===== config.mk =====
export PLATFORM = sky130hd
export DESIGN_NAME = if_fetch
export DESIGN_NICKNAME = d
export VERILOG_FILES = /design/src/rtl/if_fetch_pkg.sv /design/src/rtl/if_fetch_icache.sv /design/src/rtl/if_fetch.sv
export SDC_FILE = /design/constraint.sdc
export NUM_CORES = 1
export LEC_CHECK = 0
export BUFFER_PORTS_ARGS = -buffer_cell sky130_fd_sc_hd__buf_2
export CORE_MARGIN = 2
export CORE_UTILIZATION = 40
export CTS_CLUSTER_DIAMETER = 40
export DETAILED_ROUTE_END_ITERATION = 7
export GPL_TIMING_DRIVEN = 0
export SLEW_MARGIN = 0
export SYNTH_ARGS = -nofsm -noshare
export SYNTH_HDL_FRONTEND = slang
export SYNTH_HIERARCHICAL = 1
export SYNTH_SLANG_ARGS = --single-unit

===== constraint.sdc =====
create_clock -name clk -period 5.5 [get_ports clk]
set_clock_uncertainty 0.1 [all_clocks]
set_input_delay 0.825 -clock clk [delete_from_list [all_inputs] [get_ports clk]]
set_output_delay 0.825 -clock clk [all_outputs]
set_load 0.02 [all_outputs]

===== src/rtl/if_fetch_pkg.sv =====
// if_fetch_pkg: shared types and helpers for the RV32I instruction-fetch stage.
//   fetch_state_t : fetch FSM states
//   ZERO_WORD     : reset value for 32-bit datapath registers
//   align_pc()    : clears the byte-offset bits of a redirect target
// Optional feature macro: ICACHE_EN (see if_fetch.sv).
package if_fetch_pkg;

    typedef enum logic [1:0] {
        S_IDLE  = 2'd0,
        S_REQ   = 2'd1,
        S_WAIT  = 2'd2,
        S_VALID = 2'd3
    } fetch_state_t;

    localparam logic [31:0] ZERO_WORD = 32'h0000_0000;

    function automatic logic [31:0] align_pc(input logic [31:0] addr);
        return {addr[31:2], 2'b00};
    endfunction

endpackage


===== src/rtl/if_fetch_icache.sv =====
// if_fetch_icache: direct-mapped instruction cache, one 32-bit word per line.
// Only compiled when ICACHE_EN is defined.
//   clk, rst        clock / async active-low reset (clears valid bits only)
//   lookup_addr     word address (pc[31:2]) probed combinationally
//   hit, hit_word   lookup result
//   fill_en         write fill_word into the line selected by fill_addr
//   fill_addr       word address (pc[31:2]) of the filled instruction
//   fill_word       assembled instruction
`ifdef ICACHE_EN
module if_fetch_icache #(
    parameter int LINES = 64
) (
    input  logic        clk,
    input  logic        rst,
    input  logic [29:0] lookup_addr,
    output logic        hit,
    output logic [31:0] hit_word,
    input  logic        fill_en,
    input  logic [29:0] fill_addr,
    input  logic [31:0] fill_word
);
    localparam int IW = $clog2(LINES);
    localparam int TW = 30 - IW;

    logic [LINES-1:0]  valid;
    logic [TW-1:0]     tags  [LINES];
    logic [31:0]       words [LINES];

    logic [IW-1:0] lk_idx, fl_idx;
    assign lk_idx = lookup_addr[IW-1:0];
    assign fl_idx = fill_addr[IW-1:0];

    assign hit      = valid[lk_idx] && (tags[lk_idx] == lookup_addr[29:IW]);
    assign hit_word = words[lk_idx];

    always_ff @(posedge clk or negedge rst) begin
        if (!rst) valid <= '0;
        else if (fill_en) valid[fl_idx] <= 1'b1;
    end

    // Tag/data storage needs no reset: a line is ignored until its valid bit is set.
    always_ff @(posedge clk) begin
        if (fill_en) begin
            tags[fl_idx]  <= fill_addr[29:IW];
            words[fl_idx] <= fill_word;
        end
    end
endmodule
`endif


===== src/rtl/if_fetch.sv =====
// if_fetch: RV32I fetch stage. Builds each 32-bit little-endian instruction
// from four single-byte reads and holds it until decode accepts it.
// Optional feature macro: ICACHE_EN enables a direct-mapped I-cache
// (ICACHE_LINES lines); without it every fetch goes to memory.
// Ports:
//   clk, rst                 clock / async active-low reset
//   stall_i                  downstream not accepting this cycle
//   flush_i, flush_target_i  redirect fetch (target word-aligned here)
//   mem_req_o, mem_addr_o    byte read request / address
//   mem_gnt_i, mem_rdata_i   grant; data returns the cycle after the grant
//   pc_o, inst_o             fetched instruction and its PC
//   inst_valid_o             pc_o/inst_o valid; transfer on valid && !stall_i
module if_fetch
    import if_fetch_pkg::*;
#(
    parameter logic [31:0] RESET_PC     = 32'h0000_0000,
    parameter int          ICACHE_LINES = 64
) (
    input  logic        clk,
    input  logic        rst,
    input  logic        stall_i,
    input  logic        flush_i,
    input  logic [31:0] flush_target_i,
    output logic        mem_req_o,
    output logic [31:0] mem_addr_o,
    input  logic        mem_gnt_i,
    input  logic [7:0]  mem_rdata_i,
    output logic [31:0] pc_o,
    output logic [31:0] inst_o,
    output logic        inst_valid_o
);
    if ((ICACHE_LINES < 1) || ((ICACHE_LINES & (ICACHE_LINES - 1)) != 0)) begin : g_lines_chk
        $error("ICACHE_LINES must be a power of 2");
    end

    fetch_state_t state;
    logic [31:0]  pc;
    logic [1:0]   cnt;      // bytes granted so far for this instruction
    logic [1:0]   lane_d;   // lane of the byte returning this cycle
    logic         gnt_d;    // a byte returns this cycle
    logic         drop;     // returning byte was granted in a flush cycle
    logic         valid_q;
    logic         enter_req;
    logic [31:0]  req_pc;
    logic         cache_hit;

    // Every path into S_REQ funnels through here so the cache can be probed
    // with the PC that is about to be fetched.
    always_comb begin
        enter_req = 1'b0;
        req_pc    = pc;
        if (flush_i) begin
            enter_req = 1'b1;
            req_pc    = align_pc(flush_target_i);
        end else if (state == S_IDLE) begin
            enter_req = 1'b1;
        end else if (state == S_VALID && !stall_i) begin
            enter_req = 1'b1;
            req_pc    = pc + 32'd4;
        end
    end

`ifdef ICACHE_EN
    logic        hit_q;
    logic [31:0] cache_word, hit_word_q;

    if_fetch_icache #(.LINES(ICACHE_LINES)) u_icache (
        .clk         (clk),
        .rst         (rst),
        .lookup_addr (req_pc[31:2]),
        .hit         (cache_hit),
        .hit_word    (cache_word),
        .fill_en     (state == S_WAIT && !flush_i),
        .fill_addr   (pc[31:2]),
        .fill_word   ({mem_rdata_i, inst_o[23:0]})
    );
`else
    assign cache_hit = 1'b0;
`endif

    always_ff @(posedge clk or negedge rst) begin
        if (!rst) begin
            state      <= S_IDLE;
            pc         <= RESET_PC;
            cnt        <= 2'd0;
            lane_d     <= 2'd0;
            gnt_d      <= 1'b0;
            drop       <= 1'b0;
            valid_q    <= 1'b0;
            inst_o     <= ZERO_WORD;
            mem_req_o  <= 1'b0;
            mem_addr_o <= ZERO_WORD;
`ifdef ICACHE_EN
            hit_q      <= 1'b0;
            hit_word_q <= ZERO_WORD;
`endif
        end else begin
            gnt_d  <= mem_req_o && mem_gnt_i;
            lane_d <= cnt;
            drop   <= flush_i && mem_req_o && mem_gnt_i;
            if (gnt_d && !drop) inst_o[{lane_d, 3'b000} +: 8] <= mem_rdata_i;

            if (enter_req) begin
                state      <= S_REQ;
                pc         <= req_pc;
                cnt        <= 2'd0;
                valid_q    <= 1'b0;
                mem_req_o  <= !cache_hit;
                mem_addr_o <= req_pc;
`ifdef ICACHE_EN
                hit_q      <= cache_hit;
                hit_word_q <= cache_word;
`endif
            end else begin
                case (state)
                    S_REQ: begin
`ifdef ICACHE_EN
                        if (hit_q) begin
                            hit_q   <= 1'b0;
                            inst_o  <= hit_word_q;
                            valid_q <= 1'b1;
                            state   <= S_VALID;
                        end else
`endif
                        if (mem_req_o && mem_gnt_i) begin
                            cnt <= cnt + 2'd1;
                            if (cnt == 2'd3) begin
                                mem_req_o <= 1'b0;
                                state     <= S_WAIT;
                            end else begin
                                mem_addr_o <= pc + {30'd0, cnt + 2'd1};
                            end
                        end
                    end
                    S_WAIT: begin
                        // byte 3 lands this cycle via the capture above
                        valid_q <= 1'b1;
                        state   <= S_VALID;
                    end
                    default: ;
                endcase
            end
        end
    end

    assign pc_o         = pc;
    assign inst_valid_o = valid_q && !flush_i;

endmodule

==> results of run 1 <==
[cell usage in the layout (no fill, tap or decap), types with 5 or more instances in the layout]
| master | synthesis | final |
|---|---|---|
| sky130_fd_sc_hd__a21o_1 | 8 | 8 |
| sky130_fd_sc_hd__a21oi_1 | 21 | 21 |
| sky130_fd_sc_hd__a221o_1 | 10 | 10 |
| sky130_fd_sc_hd__a22o_1 | 33 | 33 |
| sky130_fd_sc_hd__and2_1 | 5 | 5 |
| sky130_fd_sc_hd__and3_1 | 8 | 8 |
| sky130_fd_sc_hd__buf_2 | 10 | 149 |
| sky130_fd_sc_hd__clkbuf_1 | 28 | 29 |
| sky130_fd_sc_hd__clkbuf_16 | 0 | 9 |
| sky130_fd_sc_hd__dfrtp_1 | 106 | 106 |
| sky130_fd_sc_hd__ha_1 | 9 | 9 |
| sky130_fd_sc_hd__inv_1 | 16 | 16 |
| sky130_fd_sc_hd__mux2i_1 | 8 | 8 |
| sky130_fd_sc_hd__nand2_1 | 48 | 48 |
| sky130_fd_sc_hd__nand2b_1 | 6 | 6 |
| sky130_fd_sc_hd__nand3_1 | 20 | 20 |
| sky130_fd_sc_hd__nand4_1 | 30 | 30 |
| sky130_fd_sc_hd__nor2_1 | 39 | 39 |
| sky130_fd_sc_hd__nor2b_1 | 5 | 5 |
| sky130_fd_sc_hd__nor3_1 | 20 | 20 |
| sky130_fd_sc_hd__nor4_1 | 16 | 14 |
| sky130_fd_sc_hd__o211ai_1 | 5 | 5 |
| sky130_fd_sc_hd__o21a_1 | 5 | 5 |
| sky130_fd_sc_hd__o21ai_0 | 17 | 17 |
| sky130_fd_sc_hd__o31ai_1 | 5 | 5 |
| sky130_fd_sc_hd__xnor2_1 | 23 | 23 |
| sky130_fd_sc_hd__xor2_1 | 14 | 14 |
[worst reg2reg max path, stage by stage (launching register included)]
cell and delay (ps):
sky130_fd_sc_hd__dfrtp_1 360, sky130_fd_sc_hd__buf_4 170, sky130_fd_sc_hd__nor2b_1 310, sky130_fd_sc_hd__a22oi_1 170, sky130_fd_sc_hd__clkbuf_1 330, sky130_fd_sc_hd__nor2_1 720, sky130_fd_sc_hd__clkbuf_1 590, sky130_fd_sc_hd__a21oi_1 110
sky130_fd_sc_hd__a22o_1 230
[power by group through the flow]
stage	sequential (uW)	clock [uW]	combinational [uW]
after global routing	927	679	520
after CTS	915	651	478
after global placement	927	0	467
after floorplan	1010	0	203
final	916	641	480
after detailed placement	930	0	475
[cell type report]
cell class                 count  area share [%]
sequential                   106            37.5
clock inverter                 6           0.814
tap                          184            3.25
clock buffer                  10            3.24
buffer                        44            2.65
inverter                      16           0.849
timing repair buffer         141            10.3
multi-input combinational    431            41.4
[metrics by stage]
stage | std cells | utilization, % | power (uW) | hold WS [ps] | instance area [sq um]
after floorplan | 597 | - | 1210 | 280 | 5810
after global placement | 920 | 46.9 | 1390 | 298 | 6740
after detailed placement | 922 | 47.2 | 1400 | 312 | 6780
after CTS | 938 | 49.1 | 2040 | 347 | 7060
after global routing | 938 | 49.2 | 2130 | 356 | 7070
final | 938 | 49.2 | 2040 | 347 | 7070
[path summary, 6_finish.rpt]
check                      slack (ps)                    endpoint                 start  cells after the start
setup / recovery                 1760                inst_valid_o               flush_i                      6
hold / removal                    350         lane_d[0]$_DFF_PN0_    cnt[0]$_DFFE_PN0P_                      0
setup reg to reg                 2320  mem_addr_o[14]$_DFFE_PN0P_  state[1]$_DFFE_PN0P_                      8
hold reg to reg                   350         lane_d[0]$_DFF_PN0_    cnt[0]$_DFFE_PN0P_                      0
max in group asynchronous        4170        pc_o[24]$_DFFE_PN0N_                   rst                      2
min in group asynchronous         400      inst_o[16]$_DFFE_PN0P_                   rst                      1
[sequential cells by signal, summed over array words and instances, names as in the netlist]
register / count
gnt_d: 1
pc_o: 32
inst_o: 32
valid_q: 1
mem_req_o: 1
cnt: 2
drop: 1
mem_addr_o: 32
lane_d: 2
state: 2
[synth_stat cells (16+ instances only)]
cell	number	area share, %
sky130_fd_sc_hd__dfrtp_1	106	46
sky130_fd_sc_hd__nand2_1	48	3.1
sky130_fd_sc_hd__nor2_1	39	2.5
sky130_fd_sc_hd__a22o_1	33	5.0
sky130_fd_sc_hd__nand4_1	30	3.2
sky130_fd_sc_hd__clkbuf_1	28	1.8
sky130_fd_sc_hd__xnor2_1	23	3.5
sky130_fd_sc_hd__a21oi_1	21	1.8
sky130_fd_sc_hd__nand3_1	20	1.7
sky130_fd_sc_hd__nor3_1	20	1.7
sky130_fd_sc_hd__o21ai_0	17	1.5
sky130_fd_sc_hd__inv_1	16	1.0
sky130_fd_sc_hd__nor4_1	16	1.7
[logic make-up (layout without fill, tap and decap cells)]
kind of cell | Yosys count | after routing | synth area share, %
flip-flops | 106 | 106 | 45.6
multiplexers | 12 | 12 | 2.15
AND/OR/NAND/NOR | 226 | 226 | 21.3
XOR/XNOR | 37 | 37 | 5.57
adder cells (fa/ha/maj) | 10 | 10 | 2.28
AO/OA/AOI/OAI | 146 | 146 | 18.8
buffers and inverters | 60 | 217 | 4.26
[layer usage]
layer	part of all wire (%)	up-vias
li1	-	2535
met1	45	2728
met2	43	287
met3	9.2	42
met4	2.5	0
met5	0	-
==> results by stage, run 1 <==
Run status:
- The run finished with clean final reports.

Placed design:
- The routability-driven placement congestion ratio is about 0.95.
- The count of buffers added on input and output ports is 139.
- Prior to clock tree synthesis, the placed netlist has a worst setup slack of around 1800 ps.
- The wire-length estimate of the detail-placed layout is around 14000 um.

Floorplan:
- The chip width is 125 um.
- The core footprint is ~14000 sq um.
- The floorplan step defined a die boundary enclosing approximately 16000 sq um.
- The floorplan row count is 44.
- The starting density of the core is about two fifths.
- The vertical die dimension is about 120 um.
- During I/O placement, the number of pins put on the boundary was 143.

Global route:
- The global-route met3 utilization is 6.06%.
- The largest net degree at the start of global routing is between 50 and 60.
- The first global-routing pass estimated just over 30000 um of wire.
- The highest-utilization routing layer at the global route stage is met2.
- The met1 layer usage reported by global route is between 30 and 40%.
- The final global-route overflow total is 0.
- Global routing consumed, on the met2 layer, between 30% and 40% of the routing resources.
- For this run, the total global-route usage over all layers was measured as about a quarter.
- The via count of the first global-routing pass came to about 5500.
- The number of antenna violations at the first check in global routing is 0.

Worst setup path:
- The critical path required time is about 4600 ps.
- The slowest stage cell on the critical path is sky130_fd_sc_hd__buf_1.
- Counting both buffers and inverters, the worst setup path holds a total of 5.
- The signal on the critical path passes through clkbuf_1, clkbuf_1, buf_1, clkbuf_1, nor2_1, buf_2.
- The cell type group with the largest total delay on the critical path is buffers and inverters.
- The highest fanout seen on the critical path is 10.
- The longest individual stage delay on the worst path is 600 ps.
- STA puts the critical path data arrival time at ~2800 ps.
- The critical path capture point type is an output port.
- By instance count, the cell type seen most on the critical path is sky130_fd_sc_hd__clkbuf_1.
- The critical path launch point type is a primary input.
- The critical setup path kind is in -> out.

Drt:
- For this run, the detailed router's first-pass iteration total came to 5.
- After detailed routing, the number of remaining DRC violations is 0.
- The number of routed nets with antenna violations is 0.
- Dividing the detail-routed via count by the number of cells gives just under 6.
- The final wirelength is a little under 20000 um.
- The total vias in the final route is around 5600.
- After detailed routing, the average wire length per cell comes to 20.5 um.
- The detailed router finished its first iteration with between 500 and 600 violations.

Power and ir drop:
- Registers are responsible for ~45% of the overall power.
- The combinational group share of total power is a little under a quarter.
- The internal portion of the total power is 1340 uW.
- The analysis attributes to net switching a power of ~700 uW.
- Of the total power, the clock network draws roughly a third.
- The total power divided by cell area is around 290 nW/um^2.
- Net switching is 34.0% of the power.
- For this design the static power due to leakage is ~0.0032 uW.
- Across the VDD grid, the largest voltage drop is around 0.14 mV.

Clocking:
- The cts-stage hold buffer count is 0.
- Gates resized during post-CTS repair numbered 0.
- The setup fix buffers added after clock tree synthesis is 0.
- The clock tree from TritonCTS is built.
- Clock tree synthesis inserted a total of 9 buffers.
- The root buffer cell is sky130_fd_sc_hd__clkbuf_16.
- The clock edge transition at the registers on the reported setup and hold paths is around 70 ps.
- The CTS sink count is about 110.
- At the later pin of the worst-skew pair, clock insertion delay measures ~360 ps.
- The H-tree depth is 3.
- Counting along the longest clock path gives a buffer depth of 2.

STA:
- The hold violation total from the final report was 0.
- The max-slew violation count is 0.
- The total negative setup slack is 0 ps.
- Setup repair after global routing left no endpoint under its margin.
- Setup slack closes at 1760 ps.
- The final worst-path cycle share is between 60% and 70%.
- The worst pin sits at a relative slew slack of between 20% and 30%.
- The final setup violation count is 0.
- Derived from the worst setup path, the maximum achievable clock frequency is roughly 270 MHz.
- The smallest clock period supported by the final layout is computed as ~3700 ps.
- For the pin with the worst max-slew slack, the measured transition is 1100 ps.

Cells and area:
- 0 antenna diodes ended up in the layout.
- The fill cell instance count of the final layout is between 1000 and 1500.
- The area used by multi-input combinational logic is between 2000 and 3000 sq um.
- The area growth from synthesis to layout is 21.7%.
- The area used by sequential logic in the layout is ~2700 sq um.
- At the end of the flow, the number of nets in the layout was about 800.
- The post-route netlist has between 20% and 30% of its cells at a drive strength greater than 1.

Synthesis:
- Synthesis handed over a netlist of 597 instances.
- For this run, asynchronously set or reset flops after synthesis account for 100%.
- The synthesized netlist occupies a cell area of slightly below 6000 sq um.
- The per-instance average area after synthesis is ~9.7 sq um.
- The Yosys step of the flow raised 6 warnings.
- The flip-flop cell with the highest count after synthesis is sky130_fd_sc_hd__dfrtp_1.
- The netlist uses 69 different library cells.
- Counting flops and latches in the post-synthesis netlist gives 106.
- The sequential fraction of the synthesis area is 45.6%.
- The count of flip-flops with a built-in enable after synthesis is 0.
- The net count of the mapped netlist is 652.

Min path:
- The min-delay analysis places its worst path in the category reg -> reg.

Job:
- The tool flagged a number of max-cap violations equal to 0.
Power figures use the tool's default switching activity.
==> inputs of run 2 (changes only) <==
--- a/config.mk
+++ b/config.mk
@@ -11,6 +11,7 @@
 export CTS_CLUSTER_DIAMETER = 40
 export DETAILED_ROUTE_END_ITERATION = 7
 export GPL_TIMING_DRIVEN = 0
+export PLACE_DENSITY = 0.65
 export SLEW_MARGIN = 0
 export SYNTH_ARGS = -nofsm -noshare
 export SYNTH_HDL_FRONTEND = slang
==> constraint.sdc (replaced) <==
create_clock -name clk -period 3.2 [get_ports clk]
set_clock_uncertainty 0.1 [all_clocks]
set_input_delay 0.48 -clock clk [delete_from_list [all_inputs] [get_ports clk]]
set_output_delay 0.48 -clock clk [all_outputs]
set_load 0.02 [all_outputs]
==> run 2 against run 1 <==
Sequential power rose by 72%. Total power increased by 73%. Die area stayed put. Worst hold slack got worse by 300 ps. Critical path depth up 1. Combinational power grew 72%. Flip-flop and latch count unchanged. Non-clock buffer count decreased by 1. Wire length rose by 1.6%. Clock power up 73%. Cell area increased by 0.11%. Sequential share of layout area about the same. Largest cell class unchanged. Largest power group unchanged. Highest routed layer unchanged.
==> results by stage, run 2 (synthesis gave the netlist of run 1 again) <==
Worst setup path:
- The highest fanout seen on the critical path is 9 (-1).
- The slowest stage cell on the critical path is sky130_fd_sc_hd__a21oi_1.
- The longest individual stage delay on the worst path came to 720 ps (+120 ps).
- The worst setup path is captured at a flop.
- The critical path launch point type is a flop.
- The data arrival time of the critical path is 3180 ps (+370 ps).
- The critical setup path kind is reg -> reg.
- The critical path required time is 3350 ps (-1230 ps).
- Traced cell by cell, the critical path runs through ha_1, ha_1, a21oi_1, nor2_1, and3_1, xnor2_1, a221o_1.
- In this design, the critical path's most frequently occurring cell is sky130_fd_sc_hd__ha_1.

Cells and area:
- The layout cell share with drive strength beyond 1 is 25.2% (+0.30 points).
- The final instance count without filler cells is 937 (-0.11%).
- The most frequent standard cell in the layout excluding fill and tap cells is sky130_fd_sc_hd__buf_2.
- The net count of the finished layout came to 803 (-0.12%).
- In the layout the commonest cells are sky130_fd_sc_hd__buf_2, sky130_fd_sc_hd__dfrtp_1, sky130_fd_sc_hd__nand2_1.
- Compared with the post-synthesis result, the final layout area differs by 21.8%.
- The number of inserted diodes is 0 (unchanged).
- The fill cell instance count of the final layout is 1378 (+1.0%).

STA:
- Static timing analysis puts the maximum clock frequency at about 330 MHz.
- The total negative setup slack came to 0 ps (unchanged).
- The worst path in the final design needs a cycle of roughly 3000 ps, including I/O delays and setup.
- The final-layout worst hold slack is 48.8 ps (-298 ps).
- Setup repair after global routing left no endpoint under its margin.
- The measured slew at the worst slew-check pin came to 1090 ps (-3.53 ps).
- The hold violation total from the final report came to 0 (unchanged).
- The final setup violation count is 0 (unchanged).
- The final worst-path setup slack is 169 ps (-1590 ps).
- The max-slew violation count was 0 (unchanged).
- The relative max-transition margin is 27.0% (+0.24 points).
- The final critical path takes up 94.7% of the cycle.

Clocking:
- The number of CTS-inserted buffers is 9 (unchanged).
- The H-tree depth was 3 (unchanged).
- The cts-stage hold buffer count is 0 (unchanged).
- The root buffer cell is sky130_fd_sc_hd__clkbuf_16.
- The number of gates resized after cts is 0 (unchanged).
- The deepest clock path buffer count is 2 (unchanged).
- TritonCTS built the clock tree.
- The clock latency reported for the late side of the worst-skew pair is 360 ps (about the same).
- The clock edge transition at the registers on the reported setup and hold paths is 80 ps (about the same).
- The setup fix buffers added after clock tree synthesis is 0 (unchanged).
- The CTS sink count is 106 (unchanged).

Min path:
- The path class of the tightest hold or removal check is in -> async.

Job:
- The max capacitance violation total is 0 (unchanged).

Power and ir drop:
- The total power divided by cell area was 496 nW/um^2 (+72%).
- The total power is 3520 uW (+73%).
- The share of power burned in the clock network is 31.6% (about the same).
- The internal power summed over all cells was 2310 uW (+72%).
- The leakage power of the design is 0.00322 uW (about the same).
- The switching share of total power came to 34.2% (+0.21 points).
- The net switching power is 1200 uW (+74%).
- The sequential group share of total power came to 44.9% (about the same).
- The combinational group share of total power is 23.5% (about the same).
- The maximum resistive drop on vdd is 0.252 mV (+75%).

Placed design:
- The number of buffers inserted by port buffering came to 139 (unchanged).
- The worst setup timing slack at the placement stage is 67.4 ps (-1780 ps).
- The total instance count after detailed placement is 921 (-0.11%).
- The routability-driven placement congestion ratio is 0.978 (+2.7%).
- The placed wire-length estimate after detailed placement is 14300 um (+0.61%).

Global route:
- The first-pass GRT wire length is 30700 um (+0.45%).
- The highest-utilization routing layer at the global route stage is met2.
- The final global-route overflow total came to 0 (unchanged).
- The global-route met3 utilization is 3.95% (-2.1 points).
- The met2 track utilization from global routing came to 38.5% (+2.0 points).
- The via count of the first global-routing pass came to 5471 (-0.87%).
- The number of antenna violations at the first check in global routing is 0 (unchanged).
- The met1 layer usage reported by global route was 36.8% (+0.71 points).
- The largest net degree at the start of global routing came to 56 (+1.8%).
- The all-layer global routing usage is 25.0% (+0.12 points).

Floorplan:
- The vertical die dimension is 125 um (unchanged).
- The core footprint was 14400 sq um (unchanged).
- The area enclosed by the die boundary is 15500 sq um (unchanged).
- The floorplan row count came to 44 (unchanged).
- The number of ports placed on the die boundary is 143 (unchanged).
- The chip width is 125 um (unchanged).
- The starting density of the core was 40.5% (unchanged).

Drt:
- The number of DRC violations after detailed routing came to 0 (unchanged).
- The final wirelength came to 19600 um (+1.6%).
- The number of routed nets with antenna violations came to 0 (unchanged).
- The total vias in the final route was 5596 (+0.072%).
- The via-per-instance ratio is 5.97 (+0.18%).
- The routed length per instance is 20.9 um (+1.7%).
- The total iterations of the first detailed-routing run is 5 (unchanged).
- The initial DRC count came to 590 (+13%).

Run status:
- The run finished with clean final reports.
[run 2: changes by cell type in the layout (fill, tap and decap cells not counted), sizes merged]
cell,delta
buf,-2
clkbuf,+1
[run 2: through the flow]
stage	cell area, sq um	utilization (%)
after floorplan	5810	-
after global placement	6740	46.9
after detailed placement	6780	47.2
after global routing	7080	49.3
final	7080	49.3
after CTS	7070	49.2
[run 2: per-layer routing]
metal | vias up | share of wire (%) | routed length, um
li1 | 2522 | - | -
met1 | 2757 | 46 | 8990
met2 | 289 | 45 | 8790
met3 | 28 | 7.7 | 1500
met4 | 0 | 1.4 | 278
met5 | - | 0 | 0
[run 2: final timing paths]
kind,start,endpoint,slack (ps),cells after the start
max,cnt[1]$_DFFE_PN0P_,mem_addr_o[23]$_DFFE_PN0P_,170,7
min,rst,inst_o[9]$_DFFE_PN0P_,50,1
max reg2reg,cnt[1]$_DFFE_PN0P_,mem_addr_o[23]$_DFFE_PN0P_,170,7
min reg2reg,cnt[0]$_DFFE_PN0P_,lane_d[0]$_DFF_PN0_,340,0
max in group asynchronous,rst,pc_o[24]$_DFFE_PN0N_,2220,2
min in group clk,flush_target_i[16],pc_o[16]$_DFFE_PN0N_,240,2
[run 2: power by group through the flow]
stage | Combinational, uW | Sequential, uW | Clock, uW
2_1_floorplan | 349 | 1740 | 0
3_3_place_gp | 800 | 1600 | 0
3_5_place_dp | 818 | 1600 | 0
4_1_cts | 823 | 1580 | 1120
5_1_grt | 897 | 1590 | 1170
6_report | 827 | 1580 | 1110
[run 2: cell type report]
| cell class | count | area, sq um | area share (%) |
|---|---|---|---|
| Sequential cell | 106 | 2650 | 37.5 |
| Multi-Input combinational cell | 431 | 2940 | 41.4 |
| Clock inverter | 6 | 60.1 | 0.848 |
| Inverter | 16 | 60.1 | 0.848 |
| Clock buffer | 10 | 229 | 3.23 |
| Tap cell | 184 | 230 | 3.25 |
| Buffer | 44 | 189 | 2.67 |
| Timing Repair Buffer | 140 | 726 | 10.2 |
[run 2: critical path, delay by kind of cell, from the launching register on]
kind	cells	cell delay, ps
AO/OA/AOI/OAI	2	1030
XOR/XNOR	1	120
adder cells (fa/ha/maj)	2	630
flip-flops	1	430
AND/OR/NAND/NOR	2	600
==> inputs of run 3 (changes only) <==
--- a/config.mk
+++ b/config.mk
@@ -5,13 +5,16 @@
 export SDC_FILE = /design/constraint.sdc
 export NUM_CORES = 1
 export LEC_CHECK = 0
-export BUFFER_PORTS_ARGS = -buffer_cell sky130_fd_sc_hd__buf_2
+export BUFFER_PORTS_ARGS = -buffer_cell sky130_fd_sc_hd__clkbuf_2
+export CELL_PAD_IN_SITES_DETAIL_PLACEMENT = 0
+export CELL_PAD_IN_SITES_GLOBAL_PLACEMENT = 1
 export CORE_MARGIN = 2
-export CORE_UTILIZATION = 40
+export CORE_UTILIZATION = 37
+export CTS_BUF_LIST = sky130_fd_sc_hd__clkbuf_16
 export CTS_CLUSTER_DIAMETER = 40
 export DETAILED_ROUTE_END_ITERATION = 7
 export GPL_TIMING_DRIVEN = 0
-export PLACE_DENSITY = 0.65
+export PLACE_DENSITY_LB_ADDON = 0.1
 export SLEW_MARGIN = 0
 export SYNTH_ARGS = -nofsm -noshare
 export SYNTH_HDL_FRONTEND = slang
==> run 3 against run 2 <==
Sequential power is essentially flat. First-iteration DRC count down 28%. Register-to-register slack worse by 160 ps. Worst setup slack lost 160 ps. Total power is 1.7% higher. Via count is 1.1% lower. Worst hold slack better by 81 ps. Global-route usage is 0.098 points higher. Die area up 7.8%. Critical endpoint unchanged. Largest cell class unchanged.
==> results by stage, run 3 (synthesis gave the netlist of run 1 again) <==
Placed design:
- The number of buffers inserted by port buffering came to 139 (unchanged).
- The routability-driven placement congestion ratio is 0.924 (-5.5%).
- The placed wire-length estimate after detailed placement is 15100 um (+5.6%).
- The worst setup timing slack at the placement stage is -25.4 ps (-92.8 ps).
- The total instance count after detailed placement is 947 (+2.8%).

Drt:
- The routed length per instance came to 21.5 um (+2.9%).
- The number of routed nets with antenna violations is 0 (unchanged).
- The final wirelength is 20700 um (+5.7%).
- The via-per-instance ratio is 5.74 (-3.8%).
- The initial DRC count is 424 (-28%).
- The total iterations of the first detailed-routing run was 5 (unchanged).
- The number of DRC violations after detailed routing is 0 (unchanged).
- The total vias in the final route came to 5532 (-1.1%).

Worst setup path:
- The data arrival time of the critical path is 3330 ps (+150 ps).
- The count of buffering cells on the critical path with inverters included is 0 (unchanged).
- The critical path in this run is classified as reg -> reg.
- The highest fanout seen on the critical path came to 9 (unchanged).
- The most repeated library cell on the critical path is sky130_fd_sc_hd__ha_1.
- The cell family contributing the most delay on the critical path is compound AO/OA/AOI/OAI gates.
- The slowest stage cell on the critical path is sky130_fd_sc_hd__a21oi_1.
- The critical path launch point type is a flop.
- The longest individual stage delay on the worst path is 820 ps (+100 ps).
- The worst setup path is captured at a flop.
- The critical path required time is 3340 ps (about the same).
- The signal on the critical path passes through ha_1, ha_1, a21oi_1, nor2_1, and3_1, xnor2_1, a221o_1.

Cells and area:
- The number of inserted diodes was 0 (unchanged).
- Compared with the post-synthesis result, the final layout area differs by 22.6%.
- The layout cell share with drive strength beyond 1 came to 25.5% (+0.30 points).
- The final instance count without filler cells is 963 (+2.8%).
- The library cells used most frequently in the layout, excluding fill and tap cells, are sky130_fd_sc_hd__clkbuf_2, sky130_fd_sc_hd__dfrtp_1, sky130_fd_sc_hd__nand2_1.
- Leaving out fill and tap cells, the most frequent cell in the layout is sky130_fd_sc_hd__clkbuf_2.
- The fill cell instance count of the final layout is 1513 (+9.8%).
- The net count of the finished layout is 802 (-0.12%).

Job:
- The max capacitance violation total is 0 (unchanged).

Global route:
- The all-layer global routing usage is 25.1% (+0.098 points).
- The first-pass GRT wire length came to 31700 um (+3.1%).
- The via count of the first global-routing pass is 5498 (+0.49%).
- The final global-route overflow total is 0 (unchanged).
- The number of antenna violations at the first check in global routing came to 0 (unchanged).
- The largest net degree at the start of global routing is 107 (+91%).

Clocking:
- The H-tree depth is 3 (unchanged).
- The clock edge transition at the registers on the reported setup and hold paths is 80 ps (about the same).
- The cts-stage hold buffer count is 0 (unchanged).
- The number of CTS-inserted buffers is 9 (unchanged).
- The clock tree from TritonCTS is built.
- The deepest clock path buffer count came to 2 (unchanged).
- The CTS sink count is 106 (unchanged).
- The clock latency reported for the late side of the worst-skew pair is 360 ps (about the same).
- The root buffer cell is sky130_fd_sc_hd__clkbuf_16.

Power and ir drop:
- The total power divided by cell area is 502 nW/um^2 (+1.1%).
- The maximum resistive drop on vdd is 0.242 mV (-3.6%).
- The leakage power of the design was 0.00321 uW (-0.28%).

STA:
- The clock period minus final worst setup slack is 3190 ps (+156 ps).
- The top achievable clock speed is 314 MHz (-4.9%).
- The final setup violation count was 0 (unchanged).
- The max-slew violation count came to 0 (unchanged).
- The measured slew at the worst slew-check pin is 1090 ps (-5.00 ps).
- The relative max-transition margin was 27.4% (+0.33 points).
- The final worst-path cycle share is 99.6% (+4.9 points).
- The final worst-path setup slack is 12.7 ps (-156 ps).
- Setup repair after global routing left no endpoint under its margin.
- The hold violation total from the final report is 0 (unchanged).
- The final-layout worst hold slack is 130 ps (+81.3 ps).

Floorplan:
- The starting density of the core is 38.1% (-2.4 points).
- The chip width came to 129 um (+3.8%).
- The area enclosed by the die boundary is 16700 sq um (+7.8%).
- The core footprint is 15300 sq um (+6.2%).
- The number of ports placed on the die boundary came to 143 (unchanged).
- The vertical die dimension is 129 um (+3.8%).
- The floorplan row count was 45 (+2.3%).

Min path:
- The path class of the lowest-slack min-delay path is in -> async.

Run status:
- The run finished with clean final reports.
## run 3: cell types whose count changed in the layout (fill, tap and decap cells not counted), sizes merged
| cell | before | now |
|---|---|---|
| clkbuf | 41 | 179 |
| buf | 153 | 13 |
| inv | 19 | 21 |
| clkinv | 3 | 2 |
## run 3: final timing paths
kind / endpoint / depth (start not counted) / from / slack [ps]
worst max-delay path: mem_addr_o[23]$_DFFE_PN0P_ / 7 / cnt[1]$_DFFE_PN0P_ / 10
worst min-delay path: mem_addr_o[2]$_DFFE_PN0P_ / 1 / rst / 130
worst max register to register: mem_addr_o[23]$_DFFE_PN0P_ / 7 / cnt[1]$_DFFE_PN0P_ / 10
worst min register to register: lane_d[0]$_DFF_PN0_ / 0 / cnt[0]$_DFFE_PN0P_ / 320
max in group asynchronous: mem_addr_o[15]$_DFFE_PN0P_ / 1 / rst / 2290
min in group clk: pc_o[4]$_DFFE_PN0N_ / 3 / flush_target_i[4] / 240
## run 3: layout make-up
type	instances	area, sq um	area share [%]
Sequential cell	106	2650	37.2
Clock buffer	9	225	3.16
Buffer	44	190	2.67
Clock inverter	7	88.8	1.25
Multi-Input combinational cell	431	2940	41.3
Tap cell	211	264	3.71
Timing Repair Buffer	139	704	9.89
Inverter	16	60.1	0.843
## run 3: repair_timing
item,4_1_cts,5_1_grt
hold endpoints to repair,0,0
buffers inserted,0,0
endpoints found under the setup margin,2,3
resized for setup,1,4
## run 3: stage by stage
step | total power (uW) | setup TNS (ps) | cell area [sq um] | utilization [%]
2_1_floorplan | 2090 | 0 | 5810 | -
3_3_place_gp | 2420 | -37.2 | 6770 | 44.4
3_5_place_dp | 2430 | -25.4 | 6800 | 44.5
4_1_cts | 3620 | 0 | 7110 | 46.6
5_1_grt | 3760 | 0 | 7130 | 46.7
6_report | 3570 | 0 | 7130 | 46.7
## run 3: where the power goes
part           internal (uW)  switching (uW)
clock                    570             600
sequential              1470             109
combinational            286             539
total                   2330            1250
## run 3: per-layer routing
layer	part of all wire (%)	wire length (um)	global-route usage (%)
met1	44	9160	34.6
met2	47	9700	40.1
met3	5.7	1180	4.00
met4	3.1	641	9.08
met5	0	0	0
